`config.mk`:
```
export PLATFORM = sky130hd
export DESIGN_NAME = instr_fetch_flat
export DESIGN_NICKNAME = d
export VERILOG_FILES = /design/src/rtl/instr_fetch_if.sv /design/src/rtl/instr_fetch.sv /design/src/flat_wrapper.sv
export SDC_FILE = /design/constraint.sdc
export NUM_CORES = 1
export LEC_CHECK = 0
export BUFFER_PORTS_ARGS = -buffer_cell sky130_fd_sc_hd__buf_2
export CAP_MARGIN = 20
export CORE_MARGIN = 8
export CORE_UTILIZATION = 53
export DETAILED_ROUTE_END_ITERATION = 8
export PLACE_DENSITY = 0.86
export REMOVE_ABC_BUFFERS = 1
export SETUP_SLACK_MARGIN = 0.02
export SLEW_MARGIN = 30
export SYNTH_ARGS = -nofsm -noshare
export SYNTH_HDL_FRONTEND = slang
export SYNTH_SLANG_ARGS = --single-unit
```
`constraint.sdc`:
```
create_clock -name clk -period 4 [get_ports clk]
set_clock_uncertainty 0.1 [all_clocks]
set_input_delay 0.2 -clock clk [delete_from_list [all_inputs] [get_ports clk]]
set_output_delay 0.2 -clock clk [all_outputs]
set_load 0.005 [all_outputs]
```
`src/rtl/instr_fetch_if.sv`:
```
// Instruction-memory request/response bundle between the fetch unit (master) and imem (slave).
// imem_req/imem_addr stay stable from assertion until the cycle imem_ready is high.
interface instr_fetch_if #(
    parameter int BITS = 32
);
    logic            imem_req;
    logic [BITS-1:0] imem_addr;
    logic            imem_ready;
    logic [BITS-1:0] imem_rdata;

    modport master (
        output imem_req,
        output imem_addr,
        input  imem_ready,
        input  imem_rdata
    );

    modport slave (
        input  imem_req,
        input  imem_addr,
        output imem_ready,
        output imem_rdata
    );
endinterface

```
`src/rtl/instr_fetch.sv`:
```
// Fetch unit: owns the fetch PC, streams imem words to the decoder, redirects on decoder control flow.
// One word per cycle at zero wait (a taken redirect drops one word); stalls with req/addr held while imem_ready is low.
module instr_fetch #(
    parameter int              BITS       = 32,
    parameter int              JMP_LEFT   = 25,
    parameter int              IMM_LEFT   = 16,
    parameter logic [BITS-1:0] RESET_PC   = 32'h0000_0000,
    parameter logic [BITS-1:0] EXC_VECTOR = 32'h0000_0080
) (
    input  logic                clk,
    input  logic                rst_,
    instr_fetch_if.master       imem,
    output logic [BITS-1:0]     mem_data,
    output logic                load_instr,
    input  logic                jmp,
    input  logic                jal,
    input  logic                jreg,
    input  logic                breq,
    input  logic                brne,
    input  logic                exception,
    input  logic                halt,
    input  logic                equal,
    input  logic                not_equal,
    input  logic [JMP_LEFT:0]   addr,
    input  logic [IMM_LEFT-1:0] imm,
    input  logic [BITS-1:0]     jreg_data,
    output logic [BITS-1:0]     pc,
    output logic [BITS-1:0]     link_pc,
    output logic [BITS-1:0]     epc
);
    localparam int JHI_W  = BITS - JMP_LEFT - 3;
    localparam int SEXT_W = BITS - IMM_LEFT - 2;

    typedef enum logic [1:0] {IDLE, FETCH, HALTED} state_t;

    state_t          state, state_nxt;
    logic [BITS-1:0] fetch_pc, dec_pc, pend_pc, target;
    logic            dec_valid, redir_done, discard;
    logic            in_fetch, accept, halt_now, taken, redirect;

    assign in_fetch       = (state == FETCH);
    assign imem.imem_req  = in_fetch;
    assign imem.imem_addr = fetch_pc;
    assign accept         = in_fetch & imem.imem_ready;
    assign mem_data       = imem.imem_rdata;
    assign pc             = fetch_pc;
    assign link_pc        = dec_pc + BITS'(4);

    always_comb begin
        taken  = 1'b1;
        target = link_pc + {{SEXT_W{imm[IMM_LEFT-1]}}, imm, 2'b00};
        if (exception)
            target = EXC_VECTOR;
        else if (jreg)
            target = jreg_data;
        else if (jmp | jal)
            target = {link_pc[BITS-1 -: JHI_W], addr, 2'b00};
        else
            taken = (breq & equal) | (brne & not_equal);
    end

    // redir_done limits each decoded instruction to one redirect: JAL stays in the decoder
    assign halt_now   = in_fetch & dec_valid & halt;
    assign redirect   = in_fetch & dec_valid & ~redir_done & ~halt & taken;
    assign load_instr = accept & ~discard & ~redirect & ~halt_now;

    always_comb begin
        state_nxt = state;
        case (state)
            IDLE:    state_nxt = FETCH;
            FETCH:   if (halt_now & imem.imem_ready) state_nxt = HALTED;
            HALTED:  state_nxt = HALTED;
            default: state_nxt = IDLE;
        endcase
    end

    always_ff @(posedge clk or negedge rst_) begin
        if (!rst_) state <= IDLE;
        else       state <= state_nxt;
    end

    always_ff @(posedge clk or negedge rst_) begin
        if (!rst_) begin
            fetch_pc   <= RESET_PC;
            dec_pc     <= RESET_PC;
            pend_pc    <= RESET_PC;
            epc        <= '0;
            dec_valid  <= 1'b0;
            redir_done <= 1'b0;
            discard    <= 1'b0;
        end else if (load_instr) begin
            dec_pc     <= fetch_pc;
            dec_valid  <= 1'b1;
            redir_done <= 1'b0;
            fetch_pc   <= fetch_pc + BITS'(4);
        end else if (redirect) begin
            redir_done <= 1'b1;
            if (exception) epc <= dec_pc;
            // an unaccepted request must keep its address, so park the target until it completes
            if (imem.imem_ready) begin
                fetch_pc <= target;
                discard  <= 1'b0;
            end else begin
                pend_pc <= target;
                discard <= 1'b1;
            end
        end else if (accept && discard) begin
            fetch_pc <= pend_pc;
            discard  <= 1'b0;
        end
    end
endmodule

```
`src/flat_wrapper.sv`:
```
// flat-port wrapper written by rule: the top's interface ports become plain ports
module instr_fetch_flat 
#(
    parameter int              BITS       = 32,
    parameter int              JMP_LEFT   = 25,
    parameter int              IMM_LEFT   = 16,
    parameter logic [BITS-1:0] RESET_PC   = 32'h0000_0000,
    parameter logic [BITS-1:0] EXC_VECTOR = 32'h0000_0080
)
  (clk, rst_, mem_data, load_instr, jmp, jal, jreg, breq, brne, exception, halt, equal, not_equal, addr, imm, jreg_data, pc, link_pc, epc, imem_imem_req, imem_imem_addr, imem_imem_ready, imem_imem_rdata);
  instr_fetch_if #(.BITS(BITS)) imem_i ();
  input  logic clk;
  input  logic rst_;
  output logic [BITS-1:0] mem_data;
  output logic load_instr;
  input  logic jmp;
  input  logic jal;
  input  logic jreg;
  input  logic breq;
  input  logic brne;
  input  logic exception;
  input  logic halt;
  input  logic equal;
  input  logic not_equal;
  input  logic [JMP_LEFT:0] addr;
  input  logic [IMM_LEFT-1:0] imm;
  input  logic [BITS-1:0] jreg_data;
  output logic [BITS-1:0] pc;
  output logic [BITS-1:0] link_pc;
  output logic [BITS-1:0] epc;
  output wire logic [$bits(imem_i.imem_req)-1:0] imem_imem_req;
  output wire logic [$bits(imem_i.imem_addr)-1:0] imem_imem_addr;
  input wire logic [$bits(imem_i.imem_ready)-1:0] imem_imem_ready;
  input wire logic [$bits(imem_i.imem_rdata)-1:0] imem_imem_rdata;
  assign imem_imem_req = imem_i.imem_req;
  assign imem_imem_addr = imem_i.imem_addr;
  assign imem_i.imem_ready = imem_imem_ready;
  assign imem_i.imem_rdata = imem_imem_rdata;
  instr_fetch #(.BITS(BITS), .JMP_LEFT(JMP_LEFT), .IMM_LEFT(IMM_LEFT), .RESET_PC(RESET_PC), .EXC_VECTOR(EXC_VECTOR)) u_core (.clk(clk), .rst_(rst_), .imem(imem_i), .mem_data(mem_data), .load_instr(load_instr), .jmp(jmp), .jal(jal), .jreg(jreg), .breq(breq), .brne(brne), .exception(exception), .halt(halt), .equal(equal), .not_equal(not_equal), .addr(addr), .imm(imm), .jreg_data(jreg_data), .pc(pc), .link_pc(link_pc), .epc(epc));
endmodule
```
=== Word-level counts from Yosys, hierarchy flattened ===
Index checks and enable logic that the tools add are counted.

* Equal/unequal tests: 4
* Bitwise gates (word level): 21
* Add/sub/neg operators: 3
* Reduce and logical (&&, ||, !) cells: 9
* Multiplexer cells: 17

{| class="wikitable"
|+ Operators by type and width
! kind !! count
|-
| two-way mux 32 bit || 7
|-
| adder 32 x 3 -> 32 bit, second input constant || 2
|-
| adder 32 bit || 1
|-
| AND 1 bit || 12
|-
| two-way mux 1 bit || 8
|-
| NOT 1 bit || 7
|-
| case mux 2 bit (3 select lines) || 1
|-
| AND reduction 3 bit || 2
|-
| AND reduction 2 bit || 2
|-
| nonzero test 2 bit || 2
|-
| inequality test 3 bit, second input constant || 1
|-
| nonzero test 3 bit || 1
|-
| equality test 2 x 1 -> 1 bit, second input constant || 1
|-
| equality test 2 bit, second input constant || 1
|-
| logical NOT 2 bit || 1
|-
| two-way mux 2 bit || 1
|-
| inequality test 2 bit, second input constant || 1
|-
| OR 1 bit || 2
|-
| logical AND 1 bit || 1
|}

* Output and inout bits: 162
* Bits of input ports: 118
* Register bits after elaboration: 133

=== Logic depth before layout (Yosys ltp) ===
Gate-level depths: netlist of run 1.

* Depth after elaboration: 11
* Depth in mapped cells: 17
* Gate-level depth less buffers: 15

=== Least setup slack after synthesis of run 1 ===
OpenSTA, ideal clock, no wires.

* Kind: reg-to-reg
* Start point: reg u_core.dec_pc[9]
* End point: reg u_core.pend_pc[31]
* Stages on the path, launching flop included: 17
* Required time: 3759 ps
* Path slack: 509 ps
* Data arrival time: 3250 ps
* Clock period less this slack: 3491 ps
* Library setup time: 141 ps
* Cells stage by stage: dfrtp_1 > buf_2 > nand4_2 > nor4_4 > and2b_2 > nand4_4 > xnor2_1 > ha_1 > and3_1 > and2_1 > nand4_1 > a21oi_1 > a211oi_2 > a31oi_1 > mux2i_1 > mux2i_1 > a31oi_1

* Word-level cells in the longest chain between the ends: 5

{| class="wikitable"
|+ Ends and longest elaborated chain
! item !! line !! source
|-
| from (decl) || instr_fetch.sv:37 || <nowiki>logic [BITS-1:0] fetch_pc, dec_pc, pend_pc, target;</nowiki>
|-
| from (signal assigned) || instr_fetch.sv:92 || <nowiki>dec_pc <= fetch_pc;</nowiki>
|-
| adder 32 x 3 -> 32 bit || instr_fetch.sv:47 || <nowiki>assign link_pc = dec_pc + BITS'(4);</nowiki>
|-
| via link_pc[25] || flat_wrapper.sv:29 || <nowiki>output logic [BITS-1:0] link_pc;</nowiki>
|-
| adder 32 bit || instr_fetch.sv:51 || <nowiki>target = link_pc + {{SEXT_W{imm[IMM_LEFT-1]}}, imm, 2'b00};</nowiki>
|-
| two-way mux 32 bit || instr_fetch.sv:56 || <nowiki>else if (jmp | jal)</nowiki>
|-
| two-way mux 32 bit || instr_fetch.sv:54 || <nowiki>else if (jreg)</nowiki>
|-
| two-way mux 32 bit || instr_fetch.sv:52 || <nowiki>if (exception)</nowiki>
|-
| to (signal assigned) || instr_fetch.sv:104 || <nowiki>pend_pc <= target;</nowiki>
|-
| to (decl) || instr_fetch.sv:37 ||
|}

The timed path passes the listed nets, and every way through them passes these cells.
A chain may end at the register's enable or synchronous reset.

=== Final worst setup path of run 1 ===
* Start point: reg u_core.dec_pc[5]
* End point: reg u_core.pend_pc[27]

* Word-level cells in the longest chain between the ends: 5

{| class="wikitable"
|+ Ends and longest elaborated chain
! item !! line
|-
| adder 32 x 3 -> 32 bit || instr_fetch.sv:47
|-
| adder 32 bit || instr_fetch.sv:51
|-
| two-way mux 32 bit || instr_fetch.sv:56
|-
| two-way mux 32 bit || instr_fetch.sv:54
|-
| two-way mux 32 bit || instr_fetch.sv:52
|}

Every way passes these cells.

==> flow_summary_export.csv, run 1 <==
group,metric,value,unit
outcome,status,"finished clean",
timing,post-route-period-util,0.969,
logic_synthesis,post-synth-top-count-cell,"nand2_1",
cells_and_area,final_nets,1452,
setup_path,r2r_start,"u_core.dec_pc[5]",
placed_design,io_buffer_count,215,
drt,ant_nets,0,
clocking,cts_sinks,133,
clocking,h-tree-depth,4,
clocking,cts_tree,"done",
placed_design,post-place-ws,0.0794,ns
global_routing,grt_pass1_vias,9264,
logic_synthesis,synth_cell_types,80,
timing,layout_setup_ws,0.124,ns
die,dieWidth,150,um
setup_path,startpoint_type,"register",
timing,period_minus_slack,3.88,ns
cells_and_area,area_growth,17.5,%
pwr,powerDensity,647,mW/mm2
logic_synthesis,synth_area_leaders,"dfrtp_1 35%, nand2_1 9.2%, buf_4 5.2%",
die,die_area,0.0225,mm2
logic_synthesis,synth_top_area_frac,0.350,
placed_design,routabilityCongestion,0.922,
clocking,clk_path_buf_depth,2,
worst_hold_path,holdPathEnd,"u_core.imem.imem_addr[27]",
worst_hold_path,worstHoldStart,"jreg_data[27]",
setup_path,critPathKind,"reg2reg",
logic_synthesis,seq_area_frac_synth,0.350,
timing,hold_viol_final,0,
placed_design,dp_hpwl,24800,um
logic_synthesis,synth_ff_type,"dfrtp_1",
logic_synthesis,async_flop_share,1.00,
logic_synthesis,synth_seq_cells,133,
drt,route.detailed.drc,0,
clocking,clkLatencyLatePin,0.43,ns
timing,finalSetupViolCount,0,
drt,drt_iter0_drc,909,
clocking,clk_pin_slew,0.06,ns
drt,drt-wirelength-per-cell,21.9,um
logic_synthesis,syn_area_per_cell,8.30,um2
logic_synthesis,yosysWarnings,0,
setup_path,cp-startpoint,"u_core.dec_pc[5]",
global_routing,antenna_found_initial,0,
pwr,ir_worst_vdd,0.409,mV
timing,grt_setup_unrepaired,"yes",
setup_path,critPathRequiredTime,4.25,ns
cells_and_area,finalInstanceArea,0.0112,mm2
timing,tns,0,ns
drt,drt-pass1-iter-count,6,
logic_synthesis,synth_top_area_cell,"dfrtp_1",
logic_synthesis,synth_edf_count,0,
die,die_height,150,um
timing,tightest_slew,0.846,ns
cells_and_area,n_antenna_cell,0,
logic_synthesis,netlist_area,0.00951,mm2
die,initial_utilization,0.535,
worst_hold_path,worstHoldPathCells,3,
drt,vias,9402,
clocking,cts_buffers,17,
drt,wl,33600,um
setup_path,r2r-end,"u_core.pend_pc[27]",
setup_path,reg2reg_slack,0.12,ns
global_routing,grt_pass1_wl,51400,um
setup_path,cp.arrival,4.13,ns
cells_and_area,drive_above_1_share,0.272,
global_routing,overflow,0,
die,std_cell_rows,49,
timing,max_slew_margin,0.435,
global_routing,grt_use_total,0.297,
logic_synthesis,netlist_instances,1146,
setup_path,end_kind,"register",
pwr,p_leak,5.60,nW
die,core_area,0.0178,mm2
global_routing,grt_max_degree,107,
job,timing.max_cap.violations,0,
clocking,cts_root_buf,"clkbuf_16",
die,boundaryPins,280,
drt,vias_per_cell,6.12,
timing,drv_slew,0,
setup_path,worstPathMaxFanout,6,
timing,timing.fmax,0.258,GHz
timing,whs,0.0138,ns
setup_path,r2r_cells,16,
logic_synthesis,netlist_top_cells_count,"233 x nand2_1, 133 x dfrtp_1, 82 x nor2_1",
pwr,total_power,7.23,mW
placed_design,placed_area,0.0104,mm2
worst_hold_path,hold_class,"in2reg",
-- flip-flops by register name (all words and copies together), names as in the netlist --
name and flops:
u_core.dec_pc 32, u_core.dec_valid 1, u_core.discard 1, u_core.epc 32, u_core.imem.imem_addr 32, u_core.pend_pc 32, u_core.redir_done 1, u_core.state 2
-- metrics by stage --
| stage | utilization | instances |
|---|---|---|
| 3_5_place_dp | 0.584 | 1498 |
| 4_1_cts | 0.621 | 1534 |
| 6_report | 0.629 | 1537 |
| 2_1_floorplan | - | 1026 |
| 3_3_place_gp | 0.584 | 1498 |
| 5_1_grt | 0.629 | 1537 |
-- worst max-delay path by stage --
stage,to,slack [ns],depth (start not counted)
after floorplan,u_core.imem.imem_addr[20],0.22,10
after detailed placement,u_core.pend_pc[29],0.08,15
after global placement,u_core.pend_pc[29],0.19,15
after CTS,u_core.pend_pc[29],0.07,14
after global routing,u_core.pend_pc[29],-0.005,14
final,u_core.pend_pc[27],0.12,16
-- cell families after synthesis --
kind of cell               after synthesis  synth area share
and+or+nand+nor                        443             0.209
AOI/OAI and AO/OA                      300             0.209
buffers and inverters                  136            0.0807
DFF                                    133             0.350
xor gates and xnor gates                57            0.0541
adders and majority gates               39            0.0521
muxes                                   38            0.0443
-- metal layers --
layer | wire (um) | share of wire | track usage | vias to the layer above
li1 | - | - | - | 4298
met1 | 14100 | 0.42 | 0.391 | 4501
met2 | 15200 | 0.45 | 0.454 | 525
met3 | 3310 | 0.099 | 0.0871 | 76
met4 | 945 | 0.028 | 0.106 | 2
met5 | 57 | 0.0017 | 0.0249 | -
-- area by class of cell --
class / count / area, um2
Tap cell: 229 / 287
Timing Repair Buffer: 250 / 1380
Inverter: 16 / 60.1
Clock buffer: 19 / 453
Multi-Input combinational cell: 877 / 5490
Fill cell: 1542 / 6600
Clock inverter: 13 / 173
Sequential cell: 133 / 3330
-- repair_timing --
item / 4_1_cts / 5_1_grt
hold buffers: 4 / 0
resized for setup: 0 / 21
setup buffers: 0 / 2
setup endpoints to repair: 0 / 22
hold endpoints to repair: 108 / 0
-- worst max-delay path: stages, from the launching register on --
cell and delay [ns]:
dfrtp_1 0.42, and4_2 0.30, nand4_4 0.19, and2b_2 0.33
nand4_4 0.16, xnor2_1 0.24, ha_1 0.27, and3_1 0.20
and2_2 0.24, nand4_1 0.10, a21oi_1 0.06, a211oi_2 0.34
buf_4 0.18, xor2_1 0.05, o211ai_1 0.24, o211ai_1 0.16
o21ai_0 0.20
-- where the power goes --
group | internal [mW] | switching (mW)
logic | 1.36 | 1.77
registers | 1.85 | 0.576
clock network | 1.02 | 0.655
-- placed cells by master, fill, tap and decap left out, types with 5 or more instances in the layout --
cell type  instances
buf_2            214
o21ai_0           68
xnor2_1           29
and2_1             7
nor2_1            82
dfrtp_1          129
a211oi_1          16
o21a_1             6
a22oi_1           13
nand2_1          233
nand2b_1           8
o211ai_1          20
buf_4             30
inv_1             15
ha_1              37
o31ai_1           10
mux2_2            33
and3_1            17
nand3_1           30
a21oi_1           64
nand4_1           15
a21o_1            17
nor3_1            17
clkbuf_16         17
a31oi_1           11
o21ai_1           22
mux2i_1            5
or3_1              5
xor2_1            24
clkinv_4           5
No activity file was read; power rests on OpenSTA's default activity.
==> run 2, diff against run 1 <==
Settings changed: BUFFER_PORTS_ARGS -buffer_cell sky130_fd_sc_hd__buf_2 to unset, CORE_UTILIZATION 53 to 58, DONT_BUFFER_PORTS set to 1, PLACE_DENSITY 0.86 to 0.78.
==> run 2 against run 1 <==
Compared with the run above:
- final cell count decreased by 12%
- sequential cell count unchanged
- count of clock-buffer cells in the layout grew 9
- worst setup slack worse by 0.0068 ns
==> flow_summary_export.csv, run 2 (synthesis results as in run 1) <==
group,metric,value,unit
clocking,cts_buffers,17,
pwr,p_leak,4.82,nW
placed_design,io_buffer_count,0,
die,die_height,144,um
timing,whs,0.0120,ns
cells_and_area,area_growth,9.92,%
drt,vias_per_cell,6.49,
clocking,cts_tree,"done",
cells_and_area,drive_above_1_share,0.154,
drt,ant_nets,0,
setup_path,critPathRequiredTime,4.21,ns
cells_and_area,finalInstanceArea,0.0105,mm2
die,std_cell_rows,47,
die,dieWidth,144,um
global_routing,grt_max_degree,134,
setup_path,startpoint_type,"register",
global_routing,antenna_found_initial,0,
drt,route.detailed.drc,0,
drt,drt-pass1-iter-count,8,
clocking,clk_pin_slew,0.06,ns
cells_and_area,fin_util,0.642,
clocking,cts_root_buf,"clkbuf_16",
die,core_area,0.0163,mm2
pwr,powerDensity,647,mW/mm2
setup_path,reg2reg_slack,0.12,ns
die,die_area,0.0207,mm2
cells_and_area,layout_common_cells,"232 x nand2_1, 128 x dfrtp_1, 79 x nor2_1",
pwr,total_power,6.77,mW
timing,grt_setup_unrepaired,"yes",
setup_path,critPathKind,"reg2reg",
cells_and_area,final_nets,1277,
job,timing.max_cap.violations,0,
timing,post-route-period-util,0.971,
die,boundaryPins,280,
pwr,ir_worst_vdd,0.368,mV
placed_design,routabilityCongestion,0.915,
drt,vias,8773,
timing,finalSetupViolCount,0,
clocking,clk_path_buf_depth,2,
die,initial_utilization,0.584,
drt,drt-wirelength-per-cell,24.2,um
timing,tns,0,ns
worst_hold_path,hold_class,"in2reg",
global_routing,grt_pass1_wl,48700,um
clocking,h-tree-depth,4,
outcome,status,"finished clean",
drt,wl,32700,um
global_routing,grt_pass1_vias,8474,
placed_design,placed_area,0.00942,mm2
timing,timing.fmax,0.258,GHz
timing,drv_slew,0,
timing,tightest_slew,1.08,ns
setup_path,worstPathMaxFanout,8,
timing,hold_viol_final,0,
placed_design,dp_hpwl,23000,um
cells_and_area,n_antenna_cell,0,
global_routing,overflow,0,
clocking,cts_sinks,133,
timing,max_slew_margin,0.280,
global_routing,grt_use_total,0.312,
drt,drt_iter0_drc,732,
clocking,clkLatencyLatePin,0.43,ns
timing,period_minus_slack,3.88,ns
setup_path,end_kind,"register",
setup_path,cp.arrival,4.09,ns
cells_and_area,layout_commonest_cell,"nand2_1",
-- run 2: changes by cell type in the layout (fill, tap and decap cells not counted), sizes merged --
cell and delta:
buf -193, dlygate4sd3 +19, clkbuf +8, bufinv -3, clkinv -3, inv -3, clkinvlp -1
-- run 2: per-layer routing --
metal | wire length [um] | GRT usage | up-vias | share of wire
met5 | 59 | 0.0288 | - | 0.0018
met1 | 13200 | 0.404 | 4210 | 0.40
met3 | 3670 | 0.0974 | 86 | 0.11
met2 | 14800 | 0.474 | 522 | 0.45
met4 | 1060 | 0.126 | 2 | 0.032
li1 | - | - | 3953 | -
-- run 2: repair_timing --
item | CTS | global route
endpoints found under the hold margin | 177 | 0
endpoints found under the setup margin | 0 | 25
gates resized for setup | 0 | 38
setup buffers | 0 | 6
hold buffers | 24 | 0
-- run 2: path summary, 6_finish.rpt --
path | cells after the start | start | to
worst max-delay path | 17 | u_core.dec_pc[5] | u_core.pend_pc[31]
worst min-delay path | 4 | imem_imem_ready | u_core.pend_pc[0]
worst max register to register | 17 | u_core.dec_pc[5] | u_core.pend_pc[31]
worst min register to register | 2 | u_core.redir_done | u_core.redir_done
max in group asynchronous | 2 | rst_ | u_core.dec_pc[5]
min in group asynchronous | 2 | rst_ | u_core.imem.imem_addr[19]
-- run 2: critical path, stage by stage (launching register included) --
cell      delay, ns
dfrtp_2        0.41
and4_2         0.28
and3_1         0.22
buf_4          0.18
nand3_2        0.17
nor2_4         0.16
xor2_2         0.20
ha_1           0.28
buf_4          0.18
nand2_1        0.11
nor2_1         0.07
nand2_1        0.07
o211ai_1       0.17
a211oi_2       0.38
a31oi_1        0.15
mux2i_1        0.21
mux2i_1        0.29
a31oi_1        0.12
-- run 2: through the flow --
stage	setup WS [ns]	cells
floorplan	0.223	1026
global placement	0.154	1291
detailed placement	0.0659	1291
CTS	0.0645	1346
global route	-0.0526	1352
finish	0.118	1352
-- run 2: power by group --
part	internal [mW]	leakage (nW)	switching, mW
sequential	1.86	1.74	0.655
combinational	1.19	2.80	1.57
clock	0.902	0.276	0.588
-- run 2: area by class of cell --
class                   count  area (um2)
clock buffers              28         537
clock inverters             3        15.0
fillers                  1411        5840
inverters                  16        60.1
multi-input cells         877        5590
flip-flops and latches    133        3330
well taps                 220         275
repair buffers             75         641
